[config.mk]
export PLATFORM = sky130hd
export DESIGN_NAME = posit_normalize_es3
export DESIGN_NICKNAME = d
export VERILOG_FILES = /design/src/rtl/posit_defines_es3.sv /design/src/rtl/shift_left.sv /design/src/rtl/shift_right.sv /design/src/rtl/posit_normalize_es3.sv
export SDC_FILE = /design/constraint.sdc
export NUM_CORES = 1
export LEC_CHECK = 0
export ABC_CLOCK_PERIOD_IN_PS = 22100
export BUFFER_PORTS_ARGS = -buffer_cell sky130_fd_sc_hd__buf_2
export CAP_MARGIN = 20
export CORE_AREA = 2 2 172 174
export DETAILED_ROUTE_END_ITERATION = 8
export DIE_AREA = 0 0 174 176
export PLACE_DENSITY = 0.83
export SLEW_MARGIN = 20
export SYNTH_ARGS = -nofsm -noshare
export SYNTH_HDL_FRONTEND = slang
export SYNTH_HIERARCHICAL = 1
export SYNTH_SLANG_ARGS = --single-unit
[constraint.sdc]
create_clock -name clk -period 22.1 [get_ports clk]
set_input_delay 2.21 -clock clk [delete_from_list [all_inputs] [get_ports clk]]
set_output_delay 2.21 -clock clk [all_outputs]
set_load 0.02 [all_outputs]
[src/rtl/posit_defines_es3.sv]
// Shared definitions for the posit<32,3> datapath: widths, the raw product
// record produced by the ES3 multiplier and its deserializer.
package posit_defines_es3;

  localparam int NBITS = 32;
  localparam int ES    = 3;
  // fraction bits of one operand (no hidden bit) and of the raw product
  localparam int FBITS = NBITS - 3 - ES;
  localparam int MBITS = 2 * FBITS + 1;
  // product scale spans +/-481; eleven signed bits leave headroom
  localparam int SBITS = 11;
  localparam int MAX_SCALE_ES3 = (NBITS - 2) * (1 << ES);
  localparam int POSIT_SERIALIZED_WIDTH_PRODUCT_ES3 = 3 + SBITS + MBITS;

  typedef struct packed {
    logic                    sgn;
    logic                    zero;
    logic                    inf;
    logic signed [SBITS-1:0] scale;
    logic [MBITS-1:0]        fraction;
  } value_product;

  function automatic value_product deserialize_prod(
    input logic [POSIT_SERIALIZED_WIDTH_PRODUCT_ES3-1:0] bits
  );
    value_product v;
    v.sgn      = bits[POSIT_SERIALIZED_WIDTH_PRODUCT_ES3-1];
    v.zero     = bits[POSIT_SERIALIZED_WIDTH_PRODUCT_ES3-2];
    v.inf      = bits[POSIT_SERIALIZED_WIDTH_PRODUCT_ES3-3];
    v.scale    = bits[MBITS +: SBITS];
    v.fraction = bits[MBITS-1:0];
    return v;
  endfunction

endpackage

[src/rtl/shift_left.sv]
// Logical left shift by a variable amount; zeros enter from the bottom.
module shift_left #(
  parameter int N = 53,
  parameter int S = 6
) (
  input  logic [N-1:0] in,
  input  logic [S-1:0] amt,
  output logic [N-1:0] out
);
  assign out = in << amt;
endmodule

[src/rtl/shift_right.sv]
// Logical right shift by a variable amount; zeros enter from the top.
module shift_right #(
  parameter int N = 64,
  parameter int S = 7
) (
  input  logic [N-1:0] in,
  input  logic [S-1:0] amt,
  output logic [N-1:0] out
);
  assign out = in >> amt;
endmodule

[src/rtl/posit_normalize_es3.sv]
// Three-stage normalizer: raw ES3 product (sign, flags, scale, fraction) to a
// packed posit<32,3> with round-to-nearest-even and saturation.
module posit_normalize_es3
  import posit_defines_es3::*;
(
  input  logic                                          clk,
  input  logic                                          reset,
  input  logic [POSIT_SERIALIZED_WIDTH_PRODUCT_ES3-1:0] in,
  input  logic                                          start,
  output logic [NBITS-1:0]                              result,
  output logic                                          inf,
  output logic                                          zero,
  output logic                                          done
);

  localparam int PAD = 2 * NBITS - 5 - MBITS;
  localparam logic signed [SBITS-1:0] SCALE_MAX = SBITS'(MAX_SCALE_ES3);
  localparam logic signed [SBITS-1:0] SCALE_MIN = -SCALE_MAX;
  localparam logic [NBITS-2:0] MAXPOS = {(NBITS-1){1'b1}};
  localparam logic [NBITS-2:0] MINPOS = (NBITS-1)'(1);
  localparam logic [NBITS-1:0] NAR    = {1'b1, {(NBITS-1){1'b0}}};

  // stage 0
  logic         v0_r;
  value_product p0_r;

  // stage 1 combinational
  logic signed [SBITS-1:0] scale_s, k_s, rl_s;
  logic                    neg_s, sat_hi_s, sat_lo_s, bafter_s, sticky_s;
  logic [6:0]              rl_sh_s, drop7_s;
  logic [5:0]              drop_idx_s;
  logic [MBITS-1:0]        mask_hi_s;

  // stage 1 registers
  logic             v1_r, sgn1_r, zero1_r, inf1_r, sat_hi1_r, sat_lo1_r, neg1_r;
  logic             bafter1_r, sticky1_r;
  logic [6:0]       rl1_r;
  logic [ES-1:0]    exp1_r;
  logic [MBITS-1:0] frac1_r;

  // stage 2 combinational
  logic [2*NBITS-1:0] word_s, sh_in_s, sh_out_s, shifted_s;
  logic [NBITS-2:0]   mag_s, mag_rnd_s, mag_fin_s;
  logic               rnd_s;
  logic [NBITS-1:0]   signed_s, res_s;
  logic               unused_s;

  // Stage 0: capture and unpack the operand.
  always_ff @(posedge clk) begin
    if (reset) begin
      v0_r <= 1'b0;
      p0_r <= '0;
    end else begin
      if (start) v0_r <= 1'b1;
      else       v0_r <= 1'b0;
      p0_r <= deserialize_prod(in);
    end
  end

  // Stage 1: regime run length, saturation and the index of the first dropped fraction bit.
  always_comb begin
    scale_s = p0_r.scale;
    k_s     = scale_s >>> 3'd3;
    neg_s   = scale_s[SBITS-1];
    if (neg_s) rl_s = -k_s;
    else       rl_s = k_s + 11'sd1;
    if (rl_s > 11'sd63) rl_sh_s = 7'd63;
    else                rl_sh_s = rl_s[6:0];
    // kept = 27 - rl, so the first dropped bit sits at MBITS-1-kept = 25 + rl
    drop7_s = 7'd25 + rl_sh_s;
    if (rl_sh_s <= 7'd27) drop_idx_s = drop7_s[5:0];
    else                  drop_idx_s = 6'd52;
    sat_hi_s = (scale_s > SCALE_MAX);
    sat_lo_s = (scale_s < SCALE_MIN);
  end

  shift_left #(.N(MBITS), .S(6)) u_sticky_mask (
    .in  ({MBITS{1'b1}}),
    .amt (drop_idx_s),
    .out (mask_hi_s)
  );

  // Stage 1: guard bit and sticky over everything below it.
  always_comb begin
    bafter_s = p0_r.fraction[drop_idx_s];
    sticky_s = |(p0_r.fraction & ~mask_hi_s);
  end

  // Stage 1 register.
  always_ff @(posedge clk) begin
    if (reset) begin
      v1_r <= 1'b0; sgn1_r <= 1'b0; zero1_r <= 1'b0; inf1_r <= 1'b0;
      sat_hi1_r <= 1'b0; sat_lo1_r <= 1'b0; neg1_r <= 1'b0;
      bafter1_r <= 1'b0; sticky1_r <= 1'b0; rl1_r <= '0; exp1_r <= '0; frac1_r <= '0;
    end else begin
      v1_r      <= v0_r;
      sgn1_r    <= p0_r.sgn;
      zero1_r   <= p0_r.zero;
      inf1_r    <= p0_r.inf;
      sat_hi1_r <= sat_hi_s;
      sat_lo1_r <= sat_lo_s;
      neg1_r    <= neg_s;
      bafter1_r <= bafter_s;
      sticky1_r <= sticky_s;
      rl1_r     <= rl_sh_s;
      exp1_r    <= scale_s[ES-1:0];
      frac1_r   <= p0_r.fraction;
    end
  end

  // Stage 2: the inversion turns the logical shift into a fill with the regime bit.
  always_comb begin
    word_s = {~neg1_r, neg1_r, exp1_r, frac1_r, {PAD{1'b0}}};
    if (neg1_r) sh_in_s = word_s;
    else        sh_in_s = ~word_s;
  end

  shift_right #(.N(2*NBITS), .S(7)) u_regime_shift (
    .in  (sh_in_s),
    .amt (rl1_r),
    .out (sh_out_s)
  );

  // Stage 2: round, saturate, apply sign and special values.
  always_comb begin
    if (neg1_r) shifted_s = sh_out_s;
    else        shifted_s = ~sh_out_s;
    mag_s = shifted_s[2*NBITS-2 -: NBITS-1];
    rnd_s = bafter1_r & (sticky1_r | mag_s[0]);
    if (rnd_s && (mag_s != MAXPOS)) mag_rnd_s = mag_s + MINPOS;
    else                            mag_rnd_s = mag_s;
    if (sat_hi1_r)               mag_fin_s = MAXPOS;
    else if (sat_lo1_r)          mag_fin_s = MINPOS;
    else if (mag_rnd_s == '0)    mag_fin_s = MINPOS;
    else                         mag_fin_s = mag_rnd_s;
    if (sgn1_r) signed_s = {1'b1, ~mag_fin_s + MINPOS};
    else        signed_s = {1'b0, mag_fin_s};
    if (inf1_r)       res_s = NAR;
    else if (zero1_r) res_s = '0;
    else              res_s = signed_s;
    unused_s = ^{shifted_s[2*NBITS-1], shifted_s[NBITS-1:0], drop7_s[6]};
  end

  // Stage 3: output register, holds its value between results.
  always_ff @(posedge clk) begin
    if (reset) begin
      done   <= 1'b0;
      result <= '0;
      inf    <= 1'b0;
      zero   <= 1'b0;
    end else begin
      done <= v1_r;
      if (v1_r) begin
        result <= res_s;
        inf    <= inf1_r;
        zero   <= zero1_r & ~inf1_r;
      end
    end
  end

endmodule

# [After elaboration in Yosys (flattened, before gate mapping)]
# Cells that the tools add are included.
[word_totals] ff_bits=175 output_inout_bits=35 word_cells=63
[op_classes] n_addsub=5 n_lt_le_gt_ge=5 n_eq_ne=1 shift=2 mux=15 n_bitwise=10 n_reduce_logical=3
[op_table] operator="$mux 31" n=4
[op_table] operator="$mux 32" n=3
[op_table] operator="$mux 64" n=1
[op_table] operator="$not 64->64" n=1
[op_table] operator="$shr 64x7->63" n=1
[op_table] operator="$mux 63" n=1
[op_table] operator="$not 63->63" n=1
[op_table] operator="$add 31x1->31 const B" n=2
[op_table] operator="$and 53x53->53" n=1
[op_table] operator="$not 53->53" n=1
[op_table] operator="$reduce_or 53->1" n=1
[op_table] operator="$shl 53x6->53 const A" n=1
[op_table] operator="$logic_not 31->1" n=1
[op_table] operator="$ne 31x31->1 const B" n=1
[op_table] operator="$not 31->31" n=1
[op_table] operator="$gt 11x7->1 const B" n=1
[op_table] operator="$gt 11x9->1 const B" n=1
[op_table] operator="$lt 11x9->1 const B" n=1
[op_table] operator="$mux 11" n=1
[op_table] operator="$neg 8->11" n=1
[op_table] operator="$add 8x2->9 const B" n=1
[op_table] operator="$le 7x5->1 const B" n=1
[op_table] operator="$lt 6x7->1 const B" n=1
[op_table] operator="$mux 7" n=1
[op_table] operator="8 further kinds" n=11

# [Logic depth before layout (Yosys ltp)]
[logic_depth] depth_word=19 depth_mapped=38 ltp_nobuf=26

# [Hierarchy]
# Netlist, hierarchy kept.
[by_module_without_submodules] module="posit_normalize_es3" n_inst=1 cells_per_inst=1269 area_per_inst_um2=10037.1
[by_module_without_submodules] module="shift_right" n_inst=1 cells_per_inst=557 area_per_inst_um2=4989.8
[by_module_without_submodules] module="shift_left" n_inst=1 cells_per_inst=390 area_per_inst_um2=3440.8

# [Worst setup path before layout]
# OpenSTA, ideal clock, no wires.
[synth_path] kind="register to register" from="register neg1_r" to="register result[26]" setup_ns=0.117 arrival_ns=9.987 required_ns=21.983 setup_slack_ns=11.996 stages_incl_launch_ff=36 path_buffers=10 synth_period_minus_slack_ns=10.104 cell_sequence="dfxtp_1 > clkbuf_1 > buf_2 > clkbuf_1 > buf_2 > buf_1 > clkbuf_1 > clkbuf_1 > buf_1 > buf_1 > xnor2_1 > mux2i_1 > mux2i_1 > mux2i_1 > mux4_2 > nor2_1 > xnor2_1 > ha_1 > or3b_2 > o22ai_1 > nand4_1 > o211ai_1 > xnor2_1 > nand3_1 > a21oi_1 > o311ai_1 > o41ai_4 > buf_4 > nor3_1 > ha_1 > o311ai_0 > o31ai_1 > o2111ai_1 > o31a_1 > or3_1 > a32o_1"
[synth_between] elab_cells_between_ends=21
[synth_rtl] element="from (decl)" line_no="posit_normalize_es3.sv:35" text="logic v1_r, sgn1_r, zero1_r, inf1_r, sat_hi1_r, sat_lo1_r, neg1_r;"
[synth_rtl] element="from (signal assigned)" line_no="posit_normalize_es3.sv:102" text="neg1_r <= neg_s;"
[synth_rtl] element="$mux 64 (*)" line_no="posit_normalize_es3.sv:114" text="if (neg1_r) sh_in_s = word_s;"
[synth_rtl] element="net sh_in_s[61]" line_no="posit_normalize_es3.sv:42" text="logic [2*NBITS-1:0] word_s, sh_in_s, sh_out_s, shifted_s;"
[synth_rtl] element="$shr 64x7->63 (*)" line_no="shift_right.sv:10" text="assign out = in >> amt;"
[synth_rtl] element="net sh_out_s[33]" line_no="posit_normalize_es3.sv:42"
[synth_rtl] element="$not 63->63" line_no="posit_normalize_es3.sv:127" text="else shifted_s = ~sh_out_s;"
[synth_rtl] element="$mux 63 (*)" line_no="posit_normalize_es3.sv:126" text="if (neg1_r) shifted_s = sh_out_s;"
[synth_rtl] element="branches (longest 2 deep; another with $add 31x1->31)"
[synth_rtl] element="$mux 31 (*)" line_no="posit_normalize_es3.sv:130" text="if (rnd_s && (mag_s != MAXPOS)) mag_rnd_s = mag_s + MINPOS;"
[synth_rtl] element="$logic_not 31->1" line_no="posit_normalize_es3.sv:134" text="else if (mag_rnd_s == '0) mag_fin_s = MINPOS;"
[synth_rtl] element="$mux 31 (*)" line_no="posit_normalize_es3.sv:134"
[synth_rtl] element="$mux 31 (*)" line_no="posit_normalize_es3.sv:133" text="else if (sat_lo1_r) mag_fin_s = MINPOS;"
[synth_rtl] element="$mux 31 (*)" line_no="posit_normalize_es3.sv:132" text="if (sat_hi1_r) mag_fin_s = MAXPOS;"
[synth_rtl] element="$not 31->31" line_no="posit_normalize_es3.sv:136" text="if (sgn1_r) signed_s = {1'b1, ~mag_fin_s + MINPOS};"
[synth_rtl] element="$add 31x1->31" line_no="posit_normalize_es3.sv:136"
[synth_rtl] element="$mux 32 (*)" line_no="posit_normalize_es3.sv:136"
[synth_rtl] element="$mux 32 (*)" line_no="posit_normalize_es3.sv:139" text="else if (zero1_r) res_s = '0;"
[synth_rtl] element="$mux 32 (*)" line_no="posit_normalize_es3.sv:138" text="if (inf1_r) res_s = NAR;"
[synth_rtl] element="to (signal assigned)" line_no="posit_normalize_es3.sv:154" text="result <= res_s;"
[synth_rtl] element="to (decl)" line_no="posit_normalize_es3.sv:10" text="output logic [NBITS-1:0] result,"
# Mark *: on every way through the listed nets, which the timed path passes.
# A chain may end at the register's enable or synchronous reset.

# [Final worst setup path]
[layout_path] from="register neg1_r" to="register result[26]"
[layout_between] elab_cells_between_ends=21
[layout_rtl] element="$mux 64 (*)" line_no="posit_normalize_es3.sv:114"
[layout_rtl] element="net sh_in_s[60]" line_no="posit_normalize_es3.sv:42"
[layout_rtl] element="$shr 64x7->63 (*)" line_no="shift_right.sv:10"
[layout_rtl] element="net sh_out_s[32]" line_no="posit_normalize_es3.sv:42"
[layout_rtl] element="$not 63->63" line_no="posit_normalize_es3.sv:127"
[layout_rtl] element="$mux 63 (*)" line_no="posit_normalize_es3.sv:126"
[layout_rtl] element="branches (longest 3 deep; another with $add 31x1->31)"
[layout_rtl] element="$mux 31 (*)" line_no="posit_normalize_es3.sv:130"
[layout_rtl] element="$logic_not 31->1" line_no="posit_normalize_es3.sv:134"
[layout_rtl] element="$mux 31 (*)" line_no="posit_normalize_es3.sv:134"
[layout_rtl] element="$mux 31 (*)" line_no="posit_normalize_es3.sv:133"
[layout_rtl] element="$mux 31 (*)" line_no="posit_normalize_es3.sv:132"
[layout_rtl] element="$not 31->31" line_no="posit_normalize_es3.sv:136"
[layout_rtl] element="$add 31x1->31" line_no="posit_normalize_es3.sv:136"
[layout_rtl] element="$mux 32 (*)" line_no="posit_normalize_es3.sv:136"
[layout_rtl] element="$mux 32 (*)" line_no="posit_normalize_es3.sv:139"
[layout_rtl] element="$mux 32 (*)" line_no="posit_normalize_es3.sv:138"
# Marks and branches as above.

==> impl_metrics.toml <==
[logic_synthesis]
synthCells = 1832
synth_area_sq_um = 14900
yosys_warnings = 6
synth.avg_cell_area_sq_um = 8.11

[clock_tree]
insertion_delay_ns = 0.44
numCtsBuffers = 17
clock_sinks = 149
path_clk_slew_ns = 0.06
ctsResizeCount = 0
hold_buffers = 0
cts_setup_buffers = 0
max-clock-path-buffers = 2
cts_root_buffer = "clkbuf_16"
htreeDepth = 4
cts_tree = "yes"

[power_and_ir_drop]
p_leak_nw = 6.69
vdd_ir_drop_max_uv = 85.0
p_comb_share_pct = 43.3
swShare_pct = 38.6
intPower_mw = 0.661
clkPwrFrac_pct = 29.2
switchingPower_mw = 0.416
seq_power_share_pct = 27.6
power_density_nw_per_um2 = 64.7
p_total_mw = 1.08

[die]
die_area_sq_um = 30600
core_sq_um = 28500
start_util_pct = 52.0
pin_count = 105
die_h_um = 176
dieWidth_um = 174
rows = 62

[place]
place_hpwl_um = 36600
dp_slack_ns = 12.35
portBuffers = 104
dpl.cell_count = 2399
gp_congestion = 1.02

[final_layout]
instances_no_fill = 2430
drive_gt1_share_pct = 14.6
synthToLayoutAreaGrowth_pct = 12.1
antenna-diode-count = 0
fin_nets = 2109

[global_routing]
antenna_found_initial = 0
grt_pass1_vias = 13500
overflow = 0
grt_max_degree = 104
grt_pass1_wl_um = 75200
grt_use_total_pct = 30.9

[sta]
slew_violations = 0
rsz0062_at_grt = "no"
fmax_ghz = 0.0991
hold_viol_final = 0
finalCritPeriodShare_pct = 45.7
min_period_ns = 10.09
tns_ns = 0
clock_skew_ns = 0.0285
max_slew_margin_pct = 33.5
setup_viol = 0
tightestPinTransition_ns = 0.991
fin_ws_ns = 12.01
fin_hold_ws_ns = 0.442

[drt]
wl_per_cell_um = 19.6
num_vias = 14900
vias_per_cell = 6.12
routed_wl_um = 47700
route.antenna.remaining_nets = 0
drt_first_pass_iters = 6
drt_iter0_drc = 2248
remaining_drc_errors = 0

[setup_path]
critPathLaunch = "neg1_r$_SDFF_PP0_"
startpoint_type = "flop"
cp.required_ns = 22.43
r2r_end = "result[26]$_SDFFE_PP0P_"
endpoint = "result[26]$_SDFFE_PP0P_"
worst_r2r_path_depth = 26
arrival_ns = 10.42
r2r-start = "neg1_r$_SDFF_PP0_"
crit_path_end_kind = "flop"
critPathMaxFanout = 66
path_class = "flop to flop"
reg2reg_setup_slack_ns = 12.01

[outcome]
status = "finished, final reports clean"

[flow_run]
max_cap_viol_count = 0

[worst_hold_path]
hp-class = "flop to flop"
[state kept, by name, indices dropped and copies added, names as in the netlist, 3 cells and up]
register and flops:
scale_s 11, frac1_r 27, p0_r 56, result 32, exp1_r 3, rl1_r 7
[cell type report]
cell class                 instances  area [sq um]
multi-input combinational       1660         11600
sequential                       149          2990
clock inverter                    11           198
tap                              384           480
timing repair buffer             124           673
fill                            2666         11900
inverter                          82           310
clock buffer                      20           437
[critical path, cell delays in order (launching register included)]
cell and delay, ns:
dfxtp_4 0.88, xnor2_1 0.38, mux4_2 0.37, mux2_2 0.19, o22ai_1 0.10, nor3_1 0.70, xor2_1 0.23, inv_1 0.22
ha_1 0.35, or3b_2 0.48, o22ai_1 0.57, nand4_1 0.69, o21ai_1 1.01, nor3_1 0.19, nand3_1 0.14, a21oi_1 0.08
o311ai_1 0.51, o41ai_4 0.14, buf_4 0.24, nor3_1 0.26, ha_1 0.21, o311ai_0 0.18, o31ai_1 0.55, o2111ai_1 0.29
o31a_1 0.40, or3_1 0.37, a32o_1 0.24
[through the flow]
stage | cell area, sq um | utilization, %
after floorplan | 15800 | -
after global placement | 16000 | 56.1
after detailed placement | 16000 | 56.1
after CTS | 16700 | 58.3
after global routing | 16700 | 58.3
final | 16700 | 58.3
[worst min-delay path by stage]
stage	from	to	slack, ns	cells after the start
6_report	p0_r[64]$_SDFF_PP0_	inf1_r$_SDFF_PP0_	0.44	1
5_1_grt	p0_r[64]$_SDFF_PP0_	inf1_r$_SDFF_PP0_	0.46	1
4_1_cts	p0_r[64]$_SDFF_PP0_	inf1_r$_SDFF_PP0_	0.44	1
3_5_place_dp	p0_r[65]$_SDFF_PP0_	zero1_r$_SDFF_PP0_	0.43	1
3_3_place_gp	p0_r[66]$_SDFF_PP0_	sgn1_r$_SDFF_PP0_	0.42	1
2_1_floorplan	p0_r[64]$_SDFF_PP0_	inf1_r$_SDFF_PP0_	0.41	1
[power by group through the flow]
stage | sequential [mW] | combinational (mW) | clock (mW)
3_3_place_gp | 0.302 | 0.429 | 0
5_1_grt | 0.298 | 0.497 | 0.327
4_1_cts | 0.297 | 0.434 | 0.317
3_5_place_dp | 0.302 | 0.432 | 0
2_1_floorplan | 0.298 | 0.351 | 0
6_report | 0.297 | 0.466 | 0.314
[routing by layer]
metal	track usage (%)	part of all wire, %	vias to the layer above
met2	48.7	45	820
met3	4.78	9.4	97
met4	9.03	2.6	0
met1	44.0	43	7078
li1	-	-	6868
met5	0	0	-
[cell usage in the layout, fill, tap and decap left out, drive strengths merged, types with 40 or more instances in the layout]
master and n:
a21oi 91, buf 124, conb 245, dfxtp 149, inv 82, mux2 40
mux2i 88, mux4 87, nand2 149, nand3 40, nor2 183, nor2b 105
o21ai 82, o22ai 57, xnor2 82
Note: power is estimated with default switching activity, not from simulation.
